<file path="config.mk">
export PLATFORM = sky130hd
export DESIGN_NAME = if_fetch
export DESIGN_NICKNAME = d
export VERILOG_FILES = /design/src/rtl/if_fetch_pkg.sv /design/src/rtl/if_fetch_fifo.sv /design/src/rtl/if_fetch.sv
export SDC_FILE = /design/constraint.sdc
export NUM_CORES = 1
export LEC_CHECK = 0
export ABC_CLOCK_PERIOD_IN_PS = 7000
export BUFFER_PORTS_ARGS = -buffer_cell sky130_fd_sc_hd__buf_2
export CAP_MARGIN = 5
export CORE_MARGIN = 1.5
export CORE_UTILIZATION = 50
export DETAILED_ROUTE_END_ITERATION = 16
export PLACE_DENSITY = 0.72
export SETUP_SLACK_MARGIN = 0.5
export SLEW_MARGIN = 30
export SYNTH_ARGS = -nofsm -noshare
export SYNTH_HDL_FRONTEND = slang
export SYNTH_SLANG_ARGS = --single-unit
</file>
<file path="constraint.sdc">
create_clock -name clk -period 7 [get_ports clk]
set_input_delay 0.35 -clock clk [delete_from_list [all_inputs] [get_ports clk]]
set_output_delay 0.35 -clock clk [all_outputs]
set_load 0.05 [all_outputs]
</file>
<file path="src/rtl/if_fetch_pkg.sv">
// Shared constants and the fetch-buffer entry type for the instruction-fetch front end.
package if_fetch_pkg;

   localparam logic [31:0] INST_NOP     = 32'h0000_0013;
   localparam logic [31:0] ZERO_WORD    = 32'h0000_0000;
   localparam logic [31:0] IF_RESET_PC  = 32'h0000_0000;

   typedef struct packed {
      logic [31:0] addr;
      logic [31:0] inst;
   } fetch_entry_t;

endpackage

</file>
<file path="src/rtl/if_fetch_fifo.sv">
// Synchronous fetch buffer: registered storage, no bypass, flush clears all entries.
module fetch_fifo
   import if_fetch_pkg::*;
#(
   parameter int DEPTH = 2,
   localparam int AW = $clog2(DEPTH),
   localparam int CW = AW + 1
) (
   input  logic           clk,
   input  logic           rst,
   input  logic           push_i,
   input  fetch_entry_t   data_i,
   input  logic           pop_i,
   input  logic           flush_i,
   output fetch_entry_t   head_o,
   output logic [CW-1:0]  count_o,
   output logic           empty_o,
   output logic           full_o
);

   fetch_entry_t [DEPTH-1:0] mem_q, mem_d;
   logic [AW-1:0]            wr_q, wr_d, rd_q, rd_d;
   logic [CW-1:0]            cnt_q, cnt_d;

   always_comb begin
      mem_d = mem_q;
      wr_d  = wr_q;
      rd_d  = rd_q;
      cnt_d = cnt_q;
      if (flush_i) begin
         wr_d  = '0;
         rd_d  = '0;
         cnt_d = '0;
      end else begin
         if (push_i) begin
            mem_d[wr_q] = data_i;
            wr_d        = wr_q + AW'(1);
         end
         if (pop_i) rd_d = rd_q + AW'(1);
         cnt_d = cnt_q + CW'(push_i) - CW'(pop_i);
      end
   end

   always_ff @(posedge clk or posedge rst) begin
      if (rst) begin
         mem_q <= '0;
         wr_q  <= '0;
         rd_q  <= '0;
         cnt_q <= '0;
      end else begin
         mem_q <= mem_d;
         wr_q  <= wr_d;
         rd_q  <= rd_d;
         cnt_q <= cnt_d;
      end
   end

   assign head_o  = mem_q[rd_q];
   assign count_o = cnt_q;
   assign empty_o = (cnt_q == '0);
   assign full_o  = (cnt_q == CW'(DEPTH));

endmodule

</file>
<file path="src/rtl/if_fetch.sv">
// Instruction-fetch front end: PC generation, credit-limited imem requests,
// in-order response buffering, jump flush with in-flight discard, NOP injection.
module if_fetch
   import if_fetch_pkg::*;
#(
   parameter logic [31:0] RESET_PC   = IF_RESET_PC,
   parameter int          FIFO_DEPTH = 2
) (
   input  logic        clk,
   input  logic        rst,
   output logic        imem_req_o,
   output logic [31:0] imem_addr_o,
   input  logic        imem_gnt_i,
   input  logic        imem_rvalid_i,
   input  logic [31:0] imem_rdata_i,
   input  logic        jump_en_i,
   input  logic [31:0] jump_addr_i,
   input  logic        id_ready_i,
   output logic [31:0] inst_o,
   output logic [31:0] inst_addr_o,
   output logic        inst_valid_o
);

   localparam int            CW      = $clog2(FIFO_DEPTH) + 1;
   localparam logic [CW-1:0] DEPTH_C = CW'(FIFO_DEPTH);

   logic [31:0]   pc_q, pc_d, resp_pc_q, resp_pc_d;
   logic [CW-1:0] outs_q, outs_d, disc_q, disc_d;
   logic [CW-1:0] fifo_count;
   logic          fifo_empty, fifo_full;
   fetch_entry_t  fifo_head, fifo_in;
   logic [31:0]   jump_target;
   logic          accept, drop, push, pop;

   assign jump_target = {jump_addr_i[31:2], 2'b00};
   // Credit counts both buffered words and words still owed by memory, so a push always fits.
   assign imem_req_o  = !rst && !jump_en_i && ((outs_q + fifo_count) < DEPTH_C);
   assign imem_addr_o = pc_q;
   assign accept      = imem_req_o && imem_gnt_i;
   assign drop        = imem_rvalid_i && (disc_q != '0);
   assign push        = imem_rvalid_i && !drop && !jump_en_i;
   assign pop         = inst_valid_o && id_ready_i && !jump_en_i;
   assign fifo_in     = '{addr: resp_pc_q, inst: imem_rdata_i};

   always_comb begin
      pc_d      = pc_q;
      resp_pc_d = resp_pc_q;
      outs_d    = outs_q;
      disc_d    = disc_q;
      if (jump_en_i) begin
         // Everything still owed by memory after this edge belongs to the old path.
         pc_d      = jump_target;
         resp_pc_d = jump_target;
         outs_d    = outs_q - CW'(imem_rvalid_i);
         disc_d    = outs_d;
      end else begin
         if (accept) pc_d = pc_q + 32'd4;
         if (push)   resp_pc_d = resp_pc_q + 32'd4;
         outs_d = outs_q + CW'(accept) - CW'(imem_rvalid_i);
         if (drop)   disc_d = disc_q - CW'(1);
      end
   end

   always_ff @(posedge clk or posedge rst) begin
      if (rst) begin
         pc_q      <= RESET_PC;
         resp_pc_q <= RESET_PC;
         outs_q    <= '0;
         disc_q    <= '0;
      end else begin
         pc_q      <= pc_d;
         resp_pc_q <= resp_pc_d;
         outs_q    <= outs_d;
         disc_q    <= disc_d;
      end
   end

   fetch_fifo #(.DEPTH(FIFO_DEPTH)) u_fifo (
      .clk     (clk),
      .rst     (rst),
      .push_i  (push),
      .data_i  (fifo_in),
      .pop_i   (pop),
      .flush_i (jump_en_i),
      .head_o  (fifo_head),
      .count_o (fifo_count),
      .empty_o (fifo_empty),
      .full_o  (fifo_full)
   );

   assign inst_valid_o = !fifo_empty;
   assign inst_o       = inst_valid_o ? fifo_head.inst : INST_NOP;
   assign inst_addr_o  = inst_valid_o ? fifo_head.addr : ZERO_WORD;

   a_counters: assert property (@(posedge clk) disable iff (rst)
      (disc_q <= outs_q) && (outs_q <= DEPTH_C));
   a_no_orphan_rvalid: assert property (@(posedge clk) disable iff (rst)
      !(imem_rvalid_i && (outs_q == '0)));
   a_no_overflow: assert property (@(posedge clk) disable iff (rst)
      push |-> (!fifo_full || pop));

endmodule

</file>
==> results of run 1 <==
-- power breakdown --
part           switching (W)  internal (W)
Sequential          0.000262       0.00152
Combinational       0.000956      0.000638
Clock               0.000444      0.000548
-- state kept, by name, summed over array words and instances, names as in the netlist --
signal and cells:
u_fifo.count_o 2, outs_q 2, u_fifo.mem_q 124, disc_q 2
u_fifo.wr_q 1, resp_pc_q 30, imem_addr_o 30, u_fifo.rd_q 1
-- worst max-delay path: stages, from the launching register on --
cell and delay (ns):
dfrtp_4 0.74, buf_4 0.68, mux2i_1 0.16, nor2_1 0.17, buf_2 0.29
-- metrics by stage --
stage,setup WS (ns),cells,power (W)
after global placement,4.268,1156,0.003357
after CTS,4.108,1189,0.004414
after detailed placement,4.263,1156,0.003408
after floorplan,1.411,802,0.003031
final,4.165,1191,0.004367
after global routing,4.020,1189,0.004631
-- final cells by class --
cell class | instances | area [µm²]
fill | 1575 | 7550
sequential | 192 | 4808
multi-input combinational | 547 | 4563
timing repair buffer | 170 | 883.3
clock buffer | 18 | 439.2
tap | 234 | 292.8
clock inverter | 14 | 166.4
inverter | 14 | 60.06
antenna | 2 | 5.005
-- what timing repair did --
action	in CTS	in global routing
buffers inserted	0	0
endpoints found under the hold margin	48	0
endpoints found under the setup margin	0	0
gates resized for setup	0	0
hold buffers	1	0
-- layout by cell type, fill, tap and decap left out, types with 5 or more instances in the layout --
master,instances
and2_1,5
inv_6,6
buf_4,6
o2111ai_1,11
nor3_1,9
nand4_1,11
xnor2_1,36
xor2_1,23
and4_1,8
ha_1,8
buf_2,161
nor2_1,81
clkbuf_16,17
nand3_1,16
dfrtp_1,191
mux2_2,161
mux2i_1,65
nand2b_1,6
o21ai_0,7
and3_1,11
nand2_1,28
a21oi_1,12
inv_1,12
-- cell usage after synthesis (8+ instances only) --
| cell | number | area [µm²] |
|---|---|---|
| dfrtp_1 | 192 | 4805 |
| mux2_2 | 161 | 1813 |
| nor2_1 | 82 | 307.8 |
| mux2i_1 | 65 | 650.6 |
| xnor2_1 | 36 | 315.3 |
| nand2_1 | 29 | 108.9 |
| clkbuf_1 | 24 | 90.09 |
| xor2_1 | 23 | 201.4 |
| nand3_1 | 16 | 80.08 |
| inv_1 | 13 | 48.80 |
| a21oi_1 | 12 | 60.06 |
| and3_1 | 11 | 68.82 |
| nand4_1 | 11 | 68.82 |
| o2111ai_1 | 11 | 96.34 |
| buf_2 | 10 | 50.05 |
| nor3_1 | 10 | 50.05 |
| and4_1 | 8 | 70.07 |
| ha_1 | 8 | 100.1 |
-- metal layers --
layer  up-vias  wire length, µm  track usage
met5         -               13            0
met2       181             9601       0.3433
met1      3241             9695       0.2996
met4         2              292      0.07325
met3        20             1433      0.05974
li1       3109                -            -
-- final timing paths --
kind,startpoint,cells past startpoint,end
min reg2reg,u_fifo.mem_q[119],2,u_fifo.mem_q[119]
min,imem_rdata_i[18],2,u_fifo.mem_q[82]
max,u_fifo.rd_q,4,inst_addr_o[29]
max in group asynchronous,rst,5,u_fifo.rd_q
max reg2reg,disc_q[1],7,u_fifo.mem_q[67]
min in group asynchronous,rst,3,u_fifo.mem_q[104]
-- cell families (layout without fill, tap and decap cells) --
group | after synthesis | in the layout
AO/OA/AOI/OAI | 49 | 49
XOR/XNOR | 61 | 61
adder cells (fa/ha/maj) | 8 | 8
buffers and inverters | 63 | 216
flip-flops | 192 | 192
multiplexers | 226 | 226
other | 1 | 6
AND/OR/NAND/NOR | 199 | 199
==> metrics.txt, run 1 <==
Post-Syn Instances between 700 and 800; Post-Route WL 21040 µm; vias in the first global route ~6.5k; via count around 6.6k; Layout area overhead 16.67%; Max Buffers Root-to-Sink 2; via-per-instance ratio roughly 5.5; drc violations 0; fin area 0.01122 mm²; Rel. slew slack 0.3905; CTS tree built; global-route wire length before repair roughly 34000 µm; drt pass-1 iters 5; worst path arrival time ~2.5 ns; Post-Syn Area ~0.0096 mm²; Worst VDD drop around 0.2 mV; status finished clean; CORE AREA 0.01877 mm²; CP required 6.65 ns; drt wl/cell ~18 µm; post-synthesis xor/xnor area fraction 0.05712; Clock Latency Late Sink 0.43 ns; CTS H-tree depth 4; GRT Resource Usage Total 0.2203; Yosys reg bits about 190; Initial Util 0.5123; die width roughly 140 µm; final setup TNS 0 ns; num ports roughly 170; maxcap violations 0; FF-to-FF setup slack roughly 4.4 ns; Fin. Hold Viols 0; CTS clock-pin slew for the worst setup and hold paths about 0.070 ns; nets@finish 1020; CTS Sinks 192; max-slew violations 0; grt ovf 0; Leak 5.053 nW; Avg Synthesized Cell Area about 12 µm²; FMAX ~350 MHz; Synth Area in Compound Gates 0.03826; Root Driver clkbuf_16; Distinct cells, synth 50; hold slack final ~0.16 ns; simple-gate share of the synthesized area 0.1088; largest family of logic cells by synthesized area multiplexers; Tightest Pin Transition approximately 0.91 ns; cts bufs inserted 17; Adder-Cell Fraction of Synth Area 0.01041; worst hold path class in -> reg; synth warn 0; sequential element share of the synthesized area 0.4997; RSZ-0062 raised after global routing no; Setup Skew around 0.012 ns; num rows 50; Primary FF master, synth dfrtp_1; CP Capture Type output pin; min Tclk post-route ~2.8 ns; DRT antenna net count 0; post-synthesis mux area share 0.2562; DP HPWL between 10000 and 15000 µm; startpoint types flop; Post-synth EDFFs 0; IO Port Bufs 161; share of layout cells above drive strength 1 0.4063; pin count of the biggest net entering global routing 76; Post-synth ARST share 1.000; Tcrit/Tclk final 0.4050; Placed Area around 0.011 mm²; die area 0.02007 mm²; initial antenna violation count 3; Final Setup Violations 0; Setup CP Type reg -> out; Final Util 0.5977; Max FO, Critical Path 39; overall die height approximately 140 µm; Iter 0 DRT Violations about 330; PwrDens ~400 mW/mm²; routability cong. around 0.80
Note: power is estimated with default switching activity, not from simulation.
==> run 2: changes to the inputs <==
- ABC_AREA: default -> 1
- ABC_CLOCK_PERIOD_IN_PS: 7000 -> 2500
- PLACE_DENSITY: 0.72 -> 0.75
- clock period: 7 -> 2.5 ns (I/O delays scaled with it)
==> metrics.txt, run 2 <==
IO Port Bufs 161 (unchanged); Synth area leader dfrtp_1; Antenna Diode Count 0 (-2); initial antenna violation count 0 (-3); FMAX around 500 MHz; DRT antenna net count 0 (unchanged); Yosys reg bits 192 (unchanged); Cell Count, Final, Fillers Out 1829 (+54%); Post-Syn Instances 1358 (+70%); Iter 0 DRT Violations 775 (+130%); die width 145.9 µm (+3.0%); Setup CP Type reg -> out; Post-synth ARST share 1.000 (unchanged); status finished clean; global-route wire length before repair 44170 µm (+28%); sequential element share of the synthesized area 0.4709 (-0.02880); maxcap violations 0 (unchanged); most frequent cells in the layout nand2_1, dfrtp_1, o21ai_0; GRT Resource Usage Total 0.2569 (+0.03670); Crit path max-delay family buffers and inverters; synth warn 0 (unchanged); Primary FF master, synth dfrtp_1; Initial Util 0.5075 (-0.004803); worst path arrival time 1.88 ns (-0.60 ns); DP Cell Count 1746 (+51%); synth top area cells dfrtp_1, nand2_1, o21ai_0; hold slack final 0.01594 ns (-0.1454 ns); Root Driver clkbuf_16; Rel. slew slack 0.5449 (+0.1544); Avg Synthesized Cell Area 7.514 µm² (-38%); via count 9547 (+46%); die area 0.02127 mm² (+6.0%); Leak 6.258 nW (+24%); DP HPWL 17630 µm (+23%); Final Setup Violations 0 (unchanged); cts bufs inserted 17 (unchanged); RSZ-0062 raised after global routing yes; commonest non-fill, non-tap cell in the layout nand2_1; routability cong. 0.9034 (+12%); Clock Latency Late Sink 0.43 ns (about the same); min Tclk post-route ~2.0 ns; Synth top area share 0.4709 (-0.02880); Layout area overhead 22.33%; CTS tree built; WP buf/inv 2 (unchanged); final setup TNS 0 ns (unchanged); Biggest register u_fifo.mem_q; share of layout cells above drive strength 1 0.1700 (-0.2363); drc violations 0 (unchanged); CP Capture Type output pin; Max stage delay on crit path 0.43 ns (-0.31 ns); CTS H-tree depth 4 (unchanged); overall die height 145.9 µm (+3.0%); num rows 52 (+4.0%); vias in the first global route 9070 (+39%); grt ovf 0 (unchanged); CP max-delay cell dfrtp_2; Tcrit/Tclk final 0.8008; worst hold path class in -> reg; drt wl/cell 14.69 µm (-17%); Setup Skew 0.007790 ns (-0.003906 ns); fin area 0.01248 mm² (+11%); Max Buffers Root-to-Sink 2 (unchanged); via-per-instance ratio 5.220 (-5.1%); Post-synth top cells nand2_1, dfrtp_1, o21ai_0, inv_1, nand3_1; critical path, cell by cell buf_12 > nand2_1 > a21oi_1 > buf_2; Post-Route WL 26870 µm (+28%); Placed Area 0.01122 mm² (+5.9%); Max FO, Critical Path 62 (+59%); Largest register FFs 124 (unchanged); Distinct cells, synth 37 (-26%); drt pass-1 iters 5 (unchanged); Worst VDD drop 0.5272 mV (+170%); Post-synth EDFFs 0 (unchanged); nets@finish 1625 (+59%); CTS clock-pin slew for the worst setup and hold paths 0.07 ns (about the same); CTS Sinks 192 (unchanged); Fin. Hold Viols 0 (unchanged); startpoint types flop; count leader, synth nand2_1; PwrDens 947.8 mW/mm² (+140%); postcts setup bufs 0 (unchanged); Post-Syn Area 0.01020 mm² (+6.1%); Tightest Pin Transition 0.6826 ns (-0.2316 ns); pin count of the biggest net entering global routing 78 (+2.6%); num ports 168 (unchanged); CP required 2.38 ns (-4.27 ns); FF-to-FF setup slack 0.68 ns (-3.71 ns); CORE AREA 0.02010 mm² (+7.1%); max-slew violations 0 (unchanged)
==> run 2: tightest hold or removal path: stages <==
cell and delay (ns):
buf_2 0.07, nand2_1 0.11, nand3_1 0.11
==> run 2: final cells by class <==
class	count	area, µm²
multi-input cells	969	4583
repair buffers	233	1589
well taps	270	337.8
clock buffers	19	442.9
flip-flops and latches	192	4807
clock inverters	12	207.7
inverters	134	514.2
fillers	1775	7622
==> run 2: where the power goes <==
part           internal [W]  switching, W  total, W
clock               0.00181       0.00122   0.00303
sequential          0.00413      0.000704   0.00483
combinational       0.00122       0.00275   0.00397
==> run 2: kinds of logic (layout without fill, tap and decap cells) <==
family | after synthesis | after routing | share of synthesized area
adder cells (fa/ha/maj) | 8 | 8 | 0.009810
other | 1 | 4 | 0.0003675
AO/OA/AOI/OAI | 233 | 233 | 0.1189
flip-flops | 192 | 192 | 0.4709
AND/OR/NAND/NOR | 700 | 700 | 0.2966
buffers and inverters | 200 | 398 | 0.08277
XOR/XNOR | 24 | 24 | 0.02060
==> run 2: repair_timing <==
| item | 4_1_cts | 5_1_grt |
|---|---|---|
| endpoints found under the setup margin | 62 | 33 |
| hold endpoints to repair | 101 | 0 |
| hold buffers | 52 | 0 |
| gates resized for setup | 8 | 26 |
| pin swaps | 0 | 0 |
==> run 2: through the flow <==
stage	setup slack (ns)	util	power, W
floorplan	-0.1014	-	0.007699
global placement	0.6708	0.5579	0.008561
detailed placement	0.6389	0.5579	0.008686
CTS	0.5045	0.6176	0.01182
global route	0.4572	0.6209	0.01256
finish	0.4980	0.6209	0.01183
==> run 2: per-layer routing <==
metal / vias up / GRT usage / part of all wire
li1: 4676 / - / -
met1: 4486 / 0.3464 / 0.44
met2: 349 / 0.4264 / 0.47
met3: 36 / 0.04483 / 0.068
met4: 0 / 0.07500 / 0.018
met5: - / 0 / 0
==> run 2: path summary, 6_finish.rpt <==
kind,startpoint,to,cells past startpoint
hold / removal,jump_addr_i[4],imem_addr_o[4],3
max in group asynchronous,rst,u_fifo.rd_q,4
hold reg to reg,u_fifo.mem_q[108],u_fifo.mem_q[108],2
setup / recovery,u_fifo.rd_q,inst_addr_o[21],4
min in group asynchronous,rst,u_fifo.count_o[0],3
setup reg to reg,disc_q[0],resp_pc_q[25],11
